--- src/rtl/rr_stream_mux.sv ---
// N-channel valid/ready stream multiplexer with a registered output slot.
// Channel choice is round-robin (mode=0) or forced through sel (mode=1).
module rr_stream_mux #(
  parameter int WIDTH = 8,
  parameter int N     = 4,
  parameter int SELW  = $clog2(N)
) (
  input  logic               clk,
  input  logic               reset,
  input  logic               mode,
  input  logic [SELW-1:0]    sel,
  input  logic [N*WIDTH-1:0] in_data,
  input  logic [N-1:0]       in_valid,
  output logic [N-1:0]       in_ready,
  output logic [WIDTH-1:0]   out_data,
  output logic [SELW-1:0]    out_chan,
  output logic               out_valid,
  input  logic               out_ready
);

  logic [WIDTH-1:0] out_data_q, out_data_d;
  logic [SELW-1:0]  out_chan_q, out_chan_d;
  logic             out_valid_q, out_valid_d;
  logic [SELW-1:0]  last_q, last_d;

  logic             load_s;
  logic [N-1:0]     grant_s;
  logic [SELW-1:0]  grant_idx_s;
  logic             grant_any_s;
  logic             xfer_s;

  // The output slot can take a new item if it is empty or draining this cycle.
  assign load_s = ~out_valid_q | out_ready;

  // Grant selection: forced channel, or the first valid channel after last.
  always_comb begin
    grant_s     = {N{1'b0}};
    grant_idx_s = {SELW{1'b0}};
    grant_any_s = 1'b0;
    if (mode) begin
      if (int'(sel) < N) begin
        grant_s[sel] = in_valid[sel];
        grant_idx_s  = sel;
        grant_any_s  = in_valid[sel];
      end else begin
        grant_any_s = 1'b0;
      end
    end else begin
      for (int k = 1; k <= N; k++) begin
        if (!grant_any_s && in_valid[(int'(last_q) + k) % N]) begin
          grant_any_s = 1'b1;
          grant_idx_s = SELW'((int'(last_q) + k) % N);
          grant_s[(int'(last_q) + k) % N] = 1'b1;
        end else begin
          grant_any_s = grant_any_s;
        end
      end
    end
  end

  // Ready is withheld while the slot is busy and during reset.
  always_comb begin
    if (load_s && !reset) begin
      in_ready = grant_s;
    end else begin
      in_ready = {N{1'b0}};
    end
  end

  assign xfer_s = load_s & grant_any_s & ~reset;

  // Next state of the output slot and the round-robin pointer.
  always_comb begin
    out_data_d  = out_data_q;
    out_chan_d  = out_chan_q;
    out_valid_d = out_valid_q;
    last_d      = last_q;
    if (xfer_s) begin
      out_data_d  = in_data[int'(grant_idx_s)*WIDTH +: WIDTH];
      out_chan_d  = grant_idx_s;
      out_valid_d = 1'b1;
      last_d      = grant_idx_s;
    end else if (out_ready) begin
      out_valid_d = 1'b0;
    end else begin
      out_valid_d = out_valid_q;
    end
  end

  // State registers with synchronous reset; last starts at N-1 so channel 0 wins first.
  always_ff @(posedge clk) begin
    if (reset) begin
      out_data_q  <= {WIDTH{1'b0}};
      out_chan_q  <= {SELW{1'b0}};
      out_valid_q <= 1'b0;
      last_q      <= SELW'(N - 1);
    end else begin
      out_data_q  <= out_data_d;
      out_chan_q  <= out_chan_d;
      out_valid_q <= out_valid_d;
      last_q      <= last_d;
    end
  end

  assign out_data  = out_data_q;
  assign out_chan  = out_chan_q;
  assign out_valid = out_valid_q;

endmodule
--- config.mk ---
export PLATFORM = sky130hd
export DESIGN_NAME = rr_stream_mux
export DESIGN_NICKNAME = d
export VERILOG_FILES = /design/src/rtl/rr_stream_mux.sv
export SDC_FILE = /design/constraint.sdc
export NUM_CORES = 1
export LEC_CHECK = 0
export ABC_AREA = 1
export CORE_ASPECT_RATIO = 1.2
export CORE_MARGIN = 2
export CORE_UTILIZATION = 40
export DETAILED_ROUTE_END_ITERATION = 8
export MAX_ROUTING_LAYER = met4
export PLACE_DENSITY = 0.78
export SLEW_MARGIN = 20
export SYNTH_ARGS = -nofsm -noshare
export SYNTH_HDL_FRONTEND = slang
export SYNTH_SLANG_ARGS = --single-unit
export TNS_END_PERCENT = 30
--- constraint.sdc ---
create_clock -name clk -period 2.3 [get_ports clk]
set_clock_uncertainty 0.05 [all_clocks]
set_input_delay 0.575 -clock clk [delete_from_list [all_inputs] [get_ports clk]]
set_output_delay 0.575 -clock clk [all_outputs]
set_load 0.03 [all_outputs]
## Word level (Yosys, flattened, before mapping)

Cells that the tools add are included.

| cells by class | value |
|---|---|
| divide/modulo/power cells | 0 |
| equality and inequality tests | 0 |
| multipliers | 0 |
| shift-type cells | 1 |
| reductions and logical operators | 18 |
| multiplexer cells | 48 |
| bitwise logic cells | 13 |
| magnitude comparators | 10 |
| $add $sub $neg | 4 |

Operator list:

| kind | number |
|---|---|
| $mux 4 | 9 |
| $shiftx 32x6->8 | 1 |
| $mux 1 | 24 |
| $lt 3x4->1 const B | 4 |
| $ge 3x1->1 const B | 4 |
| $or 4x4->4 | 3 |
| $bmux 1 s2 | 5 |
| $demux 1 s2 | 5 |
| $mux 2 | 5 |
| $logic_and 1x1->1 | 9 |
| $reduce_or 2->1 | 4 |
| $add 2x1->2 const B | 2 |
| $add 2x2->2 const B | 2 |
| $and 1x1->1 const A | 4 |
| $and 4x4->4 | 1 |
| $logic_not 1->1 | 4 |
| $lt 2x3->1 const B | 1 |
| $and 1x1->1 | 2 |
| $ge 2x1->1 const B | 1 |
| $not 1->1 | 2 |
| $reduce_bool 2->1 | 1 |
| $or 1x1->1 | 1 |

| storage, ports and cells | value |
|---|---|
| word-level logic and storage cells | 98 |
| memories | 0 |
| bits in latches | 0 |
| bits in writable memories | 0 |
| bits in read-only memories | 0 |
| output and inout bits | 15 |
| bits in registers | 13 |

## Longest topological paths before layout

Gate-level depths: netlist of the first run.

| depth | value |
|---|---|
| depth in word-level cells | 23 |
| mapped depth | 17 |

## Least setup slack after synthesis of the first run

Ideal clock, no wire load.

| timing path | value |
|---|---|
| path kind | reg-to-output |
| start point | register last_q[1] |
| end point | output in_ready[1] |
| data arrival time | 2.119 ns |
| path slack | -0.444 ns |
| stages on the path, launching flop included | 11 |
| cells stage by stage | dfxtp_1 -> inv_1 -> ha_1 -> inv_2 -> nand2_4 -> nand2_4 -> nor3_1 -> nand2_1 -> nor2_1 -> o21ai_0 -> a21oi_1 |

| between the ends | value |
|---|---|
| longest elaborated chain between the ends | 19 |
| elaborated cells on any way between the ends | 68 |

RTL lines:

| what | RTL line | text |
|---|---|---|
| from (decl) | 24 | `logic [SELW-1:0] last_q, last_d;` |
| from (signal assigned) | 96 | `last_q <= SELW'(N - 1);` |
| from (signal assigned) | 101 | `last_q <= last_d;` |
| $add 2x1->2 | 50, 53 |  |
| $reduce_or 2->1 (no line) / $bmux 1 s2 (equally long branches) | -- |  |
| $and 1x1->1 (no line) / $mux 1 (equally long branches) | -- |  |
| $lt 3x4->1 (not written as such), or another cell as far along | 53 | `grant_s[(int'(last_q) + k) % N] = 1'b1;` |
| $logic_and 1x1->1 (not written as such) / $mux 1 (equally long branches) | 53, 50 |  |
| $mux 1 (on tied branches) | 53, 40 |  |
| $demux 1 s2 / $logic_not 1->1 (equally long branches) | 53, 50 |  |
| $mux 4 / $logic_and 1x1->1 (equally long branches) | 50 | `if (!grant_any_s && in_valid[(int'(last_q) + k) % N]) begin` |
| [3 not listed] | -- |  |
| $mux 4 / $logic_and 1x1->1 (equally long branches) | 40, 50 |  |
| $or 4x4->4 (no line) / $mux 1 (equally long branches) | -- |  |
| $mux 4 / $mux 1 (equally long branches) | 50, 40 |  |
| $mux 4 / $logic_not 1->1 (equally long branches) | 40, 50 |  |
| $or 4x4->4 (no line) / $logic_and 1x1->1 (equally long branches) | -- |  |
| $mux 4 (*) | 50 |  |
| $mux 4 (*) | 40 | `if (mode) begin` |
| $mux 4 (*) | 63 | `if (load_s && !reset) begin` |
| to (decl) | 14 | `output logic [N-1:0] in_ready,` |

Every way passes the cells marked *; elsewhere a longest branch is shown, timed or not. The select of a mux whose other input is x is not followed.

## Worst setup path after layout of the first run

| timing path | value |
|---|---|
| start point | register last_q[0] |
| end point | output in_ready[0] |

The elaborated chain is that of the path after synthesis.

==> reports/metrics.cfg, run 1 <==
[route]
drcViolationCount = 1
vias = 1856
wirelength_um = 4403
first_pass_iters = 6
met2_length_um = 2259
dr_wl_met3_um = 196
dr.max_layer_used = met4
antenna_left = 0
drt-initial-drc-count = 66
wl_per_cell_um = 12.16
wl_met1_um = 1856
viasPerCell = 5.127

[final_layout]
regArea_um2 = 265.3
fin_util_pct = 70.60
finalInstanceArea_um2 = 2397
drive_gt1_share_pct = 26.77
area_growth_pct = 67.48
nNetsFinal = 376
n_antenna_cell = 0
layout_common_cells = 63 x nand2_1, 61 x nand3_1, 46 x clkdlybuf4s50_1, 35 x buf_4, 17 x inv_1
multiInputGateArea_um2 = 1101
final_cells = 362
fill_cells = 289
final_common_cell = nand2_1

[clocking]
clkSinkCount = 13
worstSkewPairLatency_ps = 240
cts_root_buf = clkbuf_8
path_clk_slew_ps = 60
htree_levels = 1
cts_tree = done
numCtsBuffers = 3
hold_buffers = 0
cts_max_path_buffers = 2

[die]
die_w_um = 58.61
design.core.area_um2 = 3396
dieHeight_um = 69.53
die_area_um2 = 4075
io_pins = 57
start_util_pct = 42.15
fp-row-count = 23

[worst_setup_path]
crit_path_start_kind = flip-flop
crit_required_ps = 1670
crit_path_end_kind = output port
cp.arrival_ps = 1910
worstReg2RegStart = last_q[0]
cp_num_buf_inv = 4
cp_top_family = simple AND/OR/NAND/NOR gates
critPathSlowestCell = dfxtp_4
ff2ff_setup_slack_ps = 250
startpoint = last_q[0]
critPathMaxFanout = 6
r2r_end = out_data[5]
crit_type = reg -> out
critPathMaxStageDelay_ps = 370
crit_chain = inv_8 -> ha_4 -> inv_4 -> nand2_4 -> nand2_4 -> nor3_2 -> nand2_1 -> inv_2 -> nand2_1 -> nand3_1 -> nand2_2 -> nor2_4 -> buf_6
reg2reg_depth = 15

[timing]
finalSetupViolations = 4
period_minus_slack_ps = 2534
max_slew.worst_pin.slew_ps = 390.3
slew_violations = 0
worst_slew_margin_rel_pct = 73.98
rsz0062_at_grt = true
finalCritPeriodShare_pct = 110.2
setup_ws_ps = -233.6
fmax_ghz = 0.3947
hold_viol_final = 0
timing.setup.tns_ps = -876.4

[global_route]
antenna_found_initial = 0
grt_max_degree = 18
grt_usage_pct = 23.45
grt_pass1_wl_um = 7555
grt_remaining_overflow = 0
grt_pass1_vias = 1797

[placement]
dp_cells = 356
post-dp-hpwl_um = 3537
io_buffers = 56
pre_cts_ws_ps = -557.2
place_area_um2 = 2291
place.gp.congestion = 0.9407

[logic_synthesis]
synth-seq-cells = 13
netlist_top_cells_area = nand3_1 22%, nand2_1 19%, dfxtp_1 18%
syn_area_per_cell_um2 = 6.091
syn_nets = 285
synth_cells = 235
synth_top_area_share_pct = 22.03
yosysWarnings = 0
ys_seq_area_share_pct = 18.18
syn-cell-area_um2 = 1431
ys_types = 28
yosys.area.top_type = nand3_1

[pwr]
pwr-share-comb_pct = 71.3
seq_power_share_pct = 17.4
p_switching_w = 0.0008291
power.density_nw_per_um2 = 735.3
p_sw_share_pct = 47.04
p_leak_nw = 1.167
vdd.ir_drop.worst_mv = 0.5665
internal-power_w = 0.0009336
clkPwrFrac_pct = 11.3

[hold_path]
hold_depth = 2
hold_path.class = reg -> reg
holdPathEnd = out_data[2]
min_from = out_data[2]

[outcome]
status = complete, but fails checks
violations = design-rule violations, negative setup slack

[flow_run]
cap_violations = 0

state kept, by name, indices dropped and copies added (netlist names):
name       count
out_data       8
out_chan       2
last_q         2
out_valid      1
cell type report:
cell class	instances	share of cell area (%)
clock buffers	3	1.722
flip-flops and latches	13	11.06
multi-input cells	191	45.93
inverters	26	4.593
well taps	37	1.931
clock inverters	1	0.2088
repair buffers	91	34.55
synthesized netlist by cell type (all sizes together):
cell type	number
nand4	6
nor2	8
a22oi	1
buf	4
nand3	66
inv	24
nand2	82
o21ai	8
dfxtp	13
a21boi	1
clkinv	2
a21oi	9
clkbuf	1
and2	1
nor3	1
ha	8
power groups by stage:
stage / logic, W / clock network [W] / registers [W]
after floorplan: 0.000708 / 0 / 0.000397
after detailed placement: 0.00120 / 0 / 0.000310
final: 0.00126 / 0.000199 / 0.000307
after global placement: 0.00118 / 0 / 0.000310
after CTS: 0.00125 / 0.000204 / 0.000307
after global routing: 0.00137 / 0.000223 / 0.000315
kinds of logic after synthesis:
kind of cell               Yosys count  synth area share, %
DFF                                 13                18.18
buffers and inverters               31                10.58
adders and majority gates            8                6.993
AOI/OAI and AO/OA                   19                7.518
and+or+nand+nor                    164                56.73
what timing repair did:
action	in CTS	in global routing
buffers inserted	2	0
gates resized for setup	27	1
setup endpoints to repair	13	4
pin swaps	11	1
layer usage:
metal	global-route usage [%]	vias up
met4	6.566	0
li1	-	961
met2	40.07	66
met5	-	-
met3	3.358	8
met1	28.16	821
metrics by stage:
step	hold slack, ps	power (W)
2_1_floorplan	512.7	0.001105
3_3_place_gp	405.6	0.001493
3_5_place_dp	406.9	0.001508
4_1_cts	416.9	0.001761
5_1_grt	445.4	0.001907
6_report	413.3	0.001763
worst max-delay path by stage:
stage | to | slack (ps) | cells past startpoint
after floorplan | in_ready[1] | -80 | 11
after global placement | in_ready[0] | -530 | 13
after detailed placement | in_ready[0] | -560 | 13
after CTS | in_ready[0] | -230 | 13
after global routing | in_ready[2] | -330 | 13
final | in_ready[0] | -230 | 13
worst reg2reg max path, delay by kind of cell (launching register included):
family / cells / cell delay (ps)
simple gates: 10 / 920
fa+ha+maj: 1 / 300
flops: 1 / 370
compound gates: 1 / 140
buf+inv: 3 / 210
(Power assumes the default switching activity.)
==> inputs of run 2 (changes only) <==
- CORE_UTILIZATION: 40 -> 47
- PLACE_DENSITY: 0.78 -> 0.86
- clock period: 2.3 -> 3.2 ns (I/O delays scaled with it)
==> run 2 against run 1 <==
  * The flow now finishes without violations
  * Via count down 2.5%
  * Wire length is 1.1% lower
  * Clock power down 48%
  * Cell count fell by 5.8%
  * Flip-flop and latch count unchanged
  * Total power fell by 34%
  * Global-route usage is 4.7 points higher
  * Sequential share of layout area up 1.1 points
  * Final area fell by 10%
  * Worst setup slack better by 290 ps
  * Critical endpoint unchanged
  * Largest power group unchanged
==> reports/metrics.cfg, run 2 (synthesis gave the netlist of run 1 again) <==
[final_layout]
regArea_um2 = 261.5  ; was 265.3 um2
fill_cells = 257  ; was 289
n_antenna_cell = 0  ; unchanged
final_common_cell = nand2_1  ; unchanged
multiInputGateArea_um2 = 1040  ; was 1101 um2
drive_gt1_share_pct = 17.26  ; was 26.77%
layout_common_cells = 68 x nand2_1, 63 x nand3_1, 48 x clkdlybuf4s50_1, 21 x buf_4, 19 x inv_1  ; was 63 x nand2_1, 61 x nand3_1, 46 x clkdlybuf4s50_1, 35 x buf_4, 17 x inv_1
area_growth_pct = 50.26  ; was 67.48%
largest_reg_flops = 8  ; unchanged
finalInstanceArea_um2 = 2151  ; was 2397 um2
nNetsFinal = 358  ; was 376

[global_route]
grt_remaining_overflow = 0  ; unchanged
grt_pass1_wl_um = 7162  ; was 7555 um
antenna_found_initial = 0  ; unchanged
grt_max_degree = 18  ; unchanged
grt_usage_pct = 28.15  ; was 23.45%
grt_pass1_vias = 1717  ; was 1797

[timing]
holdWs_ps = 426.2  ; was 413.3 ps
fmax_ghz = 0.3184
slew_violations = 0  ; unchanged
max_slew.worst_pin.slew_ps = 678.1  ; was 390.3 ps
period_minus_slack_ps = 3141
hold_viol_final = 0  ; unchanged
finalCritPeriodShare_pct = 98.16
worst_slew_margin_rel_pct = 54.68  ; was 73.98%
finalSetupViolations = 0  ; was 4

[clocking]
cts_tree = done  ; unchanged
clkSinkCount = 13  ; unchanged
hold_buffers = 0  ; unchanged
cts_max_path_buffers = 2  ; unchanged
cts_root_buf = clkbuf_4  ; was clkbuf_8
htree_levels = 1  ; unchanged
path_clk_slew_ps = 80  ; was 60 ps
worstSkewPairLatency_ps = 280  ; was 240 ps
numCtsBuffers = 3  ; unchanged

[worst_setup_path]
crit_chain = dlygate4sd2_1 -> nand2_2 -> nand2_4 -> nand2_4 -> nand2_4 -> nor3_2 -> nand2_1 -> inv_1 -> nand2_1 -> nand3_1 -> nand2_1 -> nor2_1 -> buf_4  ; was inv_8 -> ha_4 -> inv_4 -> nand2_4 -> nand2_4 -> nor3_2 -> nand2_1 -> inv_2 -> nand2_1 -> nand3_1 -> nand2_2 -> nor2_4 -> buf_6
crit_path_start_kind = input port  ; was flip-flop
crit_path_end_kind = output port  ; unchanged
cp_top_family = simple AND/OR/NAND/NOR gates  ; unchanged
crit_required_ps = 2350  ; was 1670 ps
cp.arrival_ps = 2290  ; was 1910 ps
critPathMaxFanout = 6  ; unchanged
critPathSlowestCell = dlygate4sd2_1  ; was dfxtp_4
critPathMaxStageDelay_ps = 290  ; was 370 ps
cp_num_buf_inv = 3  ; was 4
crit_type = in -> out  ; was reg -> out

[pwr]
power.density_nw_per_um2 = 538.7  ; was 735.3 nW/um2
pwr-share-comb_pct = 72.0  ; was 71.3%
clkPwrFrac_pct = 8.9  ; was 11.3%
seq_power_share_pct = 19.1  ; was 17.4%
internal-power_w = 0.0005861  ; was 0.0009336 W
p_sw_share_pct = 49.42  ; was 47.04%
vdd.ir_drop.worst_mv = 0.3985  ; was 0.5665 mV
p_leak_nw = 1.058  ; was 1.167 nW
p_switching_w = 0.0005726  ; was 0.0008291 W

[route]
wl_per_cell_um = 12.77  ; was 12.16 um
first_pass_iters = 4  ; was 6
viasPerCell = 5.305  ; was 5.127
antenna_left = 0  ; unchanged
vias = 1809  ; was 1856
wirelength_um = 4355  ; was 4403 um
drcViolationCount = 0  ; was 1
drt-initial-drc-count = 47  ; was 66

[die]
die_area_um2 = 3504  ; was 4075 um2
fp-row-count = 21  ; was 23
dieHeight_um = 64.45  ; was 69.53 um
io_pins = 57  ; unchanged
die_w_um = 54.38  ; was 58.61 um
design.core.area_um2 = 2838  ; was 3396 um2
start_util_pct = 50.44  ; was 42.15%

[hold_path]
hold_path.class = reg -> reg  ; unchanged

[placement]
io_buffers = 56  ; unchanged
place.gp.congestion = 0.8589  ; was 0.9407
place_area_um2 = 2106  ; was 2291 um2
post-dp-hpwl_um = 3510  ; was 3537 um

[outcome]
status = finished clean  ; was complete, but fails checks

[flow_run]
cap_violations = 0  ; unchanged

[run 2: cell types whose count changed in the layout (fill, tap and decap cells not counted), sizes merged]
cell	before	now
clkbuf	3	4
buf	39	21
clkinv	3	2
clkdlybuf4s15	4	2
clkdlybuf4s50	46	48
[run 2: timing repair]
item	in CTS	in global routing
resized for setup	8	8
endpoints found under the setup margin	4	4
buffers inserted	0	0
[run 2: worst reg2reg max path: stages (launching register included)]
cell	delay, ps
dfxtp_2	370
inv_6	70
ha_2	400
inv_2	80
nand2_4	80
nand2_4	80
inv_4	70
nand3_1	100
buf_4	150
nand2_1	40
nand2_1	90
a21oi_2	340
nand3_1	170
nand3_1	130
nand2_1	50
[run 2: metal layers]
| metal | global-route usage [%] | up-vias | wire length, um |
|---|---|---|---|
| li1 | - | 922 | - |
| met1 | 30.47 | 784 | 1731 |
| met2 | 46.99 | 81 | 2187 |
| met3 | 6.221 | 22 | 255 |
| met4 | 13.75 | 0 | 181 |
| met5 | - | - | 0 |
[run 2: final cells by class]
type / count / share of cell area (%)
Inverter: 26 / 4.887
Sequential cell: 13 / 12.16
Clock buffer: 4 / 1.222
Tap cell: 34 / 1.978
Timing Repair Buffer: 73 / 31.41
Multi-Input combinational cell: 191 / 48.34
[run 2: final timing paths]
| path | startpoint | slack, ps | end | depth (start not counted) |
|---|---|---|---|---|
| min | out_chan[1] | 430 | out_chan[1] | 2 |
| max reg2reg | last_q[0] | 810 | out_data[0] | 14 |
| max | in_valid[0] | 60 | in_ready[0] | 13 |
| min reg2reg | out_chan[1] | 430 | out_chan[1] | 2 |
[run 2: through the flow]
stage          setup slack, ps  power [W]  TNS [ps]  util (%)  instances
3_5_place_dp            -152.9   0.001032    -492.0     74.21        337
5_1_grt                 -45.82   0.001258    -98.52     75.79        341
6_report                 58.90   0.001159         0     75.79        341
3_3_place_gp            -112.7   0.001020    -338.5     74.21        337
4_1_cts                  46.18   0.001141         0     75.31        341
2_1_floorplan            231.1  0.0007560         0         -        235
[run 2: power by group through the flow]
| stage | Clock, W | Sequential, W | Combinational (W) |
|---|---|---|---|
| after floorplan | 0 | 0.000283 | 0.000473 |
| after global placement | 0 | 0.000222 | 0.000798 |
| after detailed placement | 0 | 0.000223 | 0.000809 |
| after CTS | 0.000106 | 0.000220 | 0.000815 |
| after global routing | 0.000120 | 0.000224 | 0.000914 |
| final | 0.000103 | 0.000221 | 0.000835 |
==> inputs of run 3 (changes only) <==
- CORE_UTILIZATION: 47 -> 40
- PLACE_DENSITY: 0.86 -> 0.75
==> run 3 against run 2 <==
  * The flow now finishes with violations (design-rule violations)
  * First-iteration DRC count increased by 77%
  * Wire length increased by 1.7%
  * Core utilization decreased by 13 points
  * Die area increased by 16%
  * Non-clock buffer count decreased by 2
  * Maximum frequency decreased by 0.57%
  * Register-to-register slack got worse by 70 ps
  * Flip-flop and latch count unchanged
  * Sequential share of layout area about the same
  * Sequential power about the same
  * Global-route usage decreased by 4.8 points
  * Critical path type unchanged
==> reports/metrics.cfg, run 3 (synthesis gave the netlist of run 1 again) <==
[worst_setup_path]
crit_type = in -> out  ; unchanged
cp_top_family = buffers and inverters  ; was simple AND/OR/NAND/NOR gates
cp_common_cell = nand2_4
cp.arrival_ps = 2310  ; was 2290 ps
crit_required_ps = 2350  ; about the same
critPathMaxFanout = 5  ; was 6
crit_path_end_kind = output port  ; unchanged
cp_num_buf_inv = 3  ; unchanged
crit_chain = dlygate4sd2_1 -> nand2_2 -> nand2_4 -> nand2_4 -> nand2_4 -> buf_4 -> a22oi_1 -> o21ai_0 -> o21ai_0 -> a21oi_1 -> buf_4  ; was dlygate4sd2_1 -> nand2_2 -> nand2_4 -> nand2_4 -> nand2_4 -> nor3_2 -> nand2_1 -> inv_1 -> nand2_1 -> nand3_1 -> nand2_1 -> nor2_1 -> buf_4
crit_path_start_kind = input port  ; unchanged
critPathSlowestCell = dlygate4sd2_1  ; unchanged
ff2ff_setup_slack_ps = 740  ; was 810 ps
critPathMaxStageDelay_ps = 290  ; about the same

[pwr]
power.density_nw_per_um2 = 552.6  ; was 538.7 nW/um2
vdd.ir_drop.worst_mv = 0.4393  ; was 0.3985 mV
p_leak_nw = 1.057  ; was 1.058 nW

[die]
dieHeight_um = 69.53  ; was 64.45 um
start_util_pct = 42.15  ; was 50.44%
io_pins = 57  ; unchanged
fp-row-count = 23  ; was 21
die_area_um2 = 4075  ; was 3504 um2
die_w_um = 58.61  ; was 54.38 um
design.core.area_um2 = 3396  ; was 2838 um2

[timing]
rsz0062_at_grt = true
hold_viol_final = 0  ; unchanged
slew_violations = 0  ; unchanged
period_minus_slack_ps = 3159  ; was 3141 ps
worst_slew_margin_rel_pct = 53.85  ; was 54.68%
timing.setup.tns_ps = 0  ; unchanged
finalSetupViolations = 0  ; unchanged
fmax_ghz = 0.3165  ; was 0.3184 GHz
holdWs_ps = 414.0  ; was 426.2 ps
max_slew.worst_pin.slew_ps = 690.6  ; was 678.1 ps
finalCritPeriodShare_pct = 98.72  ; was 98.16%

[clocking]
cts_tree = done  ; unchanged
worstSkewPairLatency_ps = 240  ; was 280 ps
numCtsBuffers = 3  ; unchanged
clkSinkCount = 13  ; unchanged
path_clk_slew_ps = 50  ; was 80 ps
cts_root_buf = clkbuf_8  ; was clkbuf_4
htree_levels = 1  ; unchanged
cts_max_path_buffers = 2  ; unchanged

[final_layout]
final_common_cell = nand2_1  ; unchanged
layout_common_cells = 68 x nand2_1, 63 x nand3_1, 48 x clkdlybuf4s50_1, 19 x inv_1, 19 x buf_4  ; was 68 x nand2_1, 63 x nand3_1, 48 x clkdlybuf4s50_1, 21 x buf_4, 19 x inv_1
n_antenna_cell = 0  ; unchanged
drive_gt1_share_pct = 16.39  ; was 17.26%
largest_reg_flops = 8  ; unchanged
nNetsFinal = 356  ; was 358
area_growth_pct = 50.09  ; was 50.26%

[route]
wirelength_um = 4429  ; was 4355 um
antenna_left = 0  ; unchanged
vias = 1767  ; was 1809
drcViolationCount = 1  ; was 0
first_pass_iters = 6  ; was 4
drt-initial-drc-count = 83  ; was 47
viasPerCell = 5.167  ; was 5.305
wl_per_cell_um = 12.95  ; was 12.77 um

[global_route]
grt_max_degree = 18  ; unchanged
grt_usage_pct = 23.31  ; was 28.15%
grt_pass1_wl_um = 7383  ; was 7162 um
antenna_found_initial = 0  ; unchanged
grt_remaining_overflow = 0  ; unchanged
grt_pass1_vias = 1697  ; was 1717

[flow_run]
cap_violations = 0  ; unchanged

[placement]
io_buffers = 56  ; unchanged
post-dp-hpwl_um = 3568  ; was 3510 um
place.gp.congestion = 0.8854  ; was 0.8589

[outcome]
violations = design-rule violations
status = complete, but fails checks  ; was finished clean

[hold_path]
hold_path.class = reg -> reg  ; unchanged

==> run 3: changes by cell type in the layout (fill, tap and decap cells not counted), moves of 2 or more <==
cell	delta
clkdlybuf4s15_1	-2
clkbuf_8	+3
buf_4	-2
clkbuf_4	-3
==> run 3: report_power, final <==
group	internal (W)	switching (W)
combinational	0.000331	0.000494
sequential	0.000198	0.0000205
clock	0.0000878	0.0000557
==> run 3: worst min-delay path: stages, from the launching register on <==
cell and delay, ps:
dfxtp_1 300, nand2_1 60, a21oi_1 50
==> run 3: path summary, 6_finish.rpt <==
check / from / endpoint / depth (start not counted)
worst max-delay path: in_valid[0] / in_ready[1] / 11
worst min register to register: out_chan[1] / out_chan[1] / 2
worst max register to register: last_q[0] / out_data[2] / 13
worst min-delay path: out_chan[1] / out_chan[1] / 2
==> run 3: layout make-up <==
| cell class | count | area (um2) |
|---|---|---|
| sequential | 13 | 260.3 |
| clock buffer | 4 | 45.04 |
| timing repair buffer | 71 | 654.4 |
| inverter | 26 | 105.1 |
| tap | 37 | 46.29 |
| multi-input combinational | 191 | 1037 |
| fill | 343 | 1247 |
==> run 3: routing by layer <==
layer | up-vias | wire length [um] | global-route usage (%) | part of all wire, %
met5 | - | 0 | - | 0
met3 | 12 | 221 | 3.731 | 5.0
met2 | 55 | 2266 | 39.70 | 51
li1 | 924 | - | - | -
met4 | 0 | 102 | 6.818 | 2.3
met1 | 776 | 1839 | 27.77 | 42
==> run 3: timing repair <==
action,CTS,global route
hold buffers,0,0
gates resized for setup,8,5
pin swaps,0,2
hold endpoints to repair,0,0
endpoints found under the setup margin,4,4
buffers inserted,0,0
==> run 3: per-stage QoR <==
stage / area (um2) / setup slack, ps / util, % / total power [W] / std cells
2_1_floorplan: 1431 / 231.1 / - / 0.0007560 / 235
3_3_place_gp: 2095 / -184.3 / 61.68 / 0.001027 / 338
3_5_place_dp: 2095 / -167.0 / 61.68 / 0.001030 / 338
4_1_cts: 2145 / 84.43 / 63.15 / 0.001180 / 342
5_1_grt: 2148 / -47.48 / 63.26 / 0.001285 / 342
6_report: 2148 / 40.89 / 63.26 / 0.001187 / 342
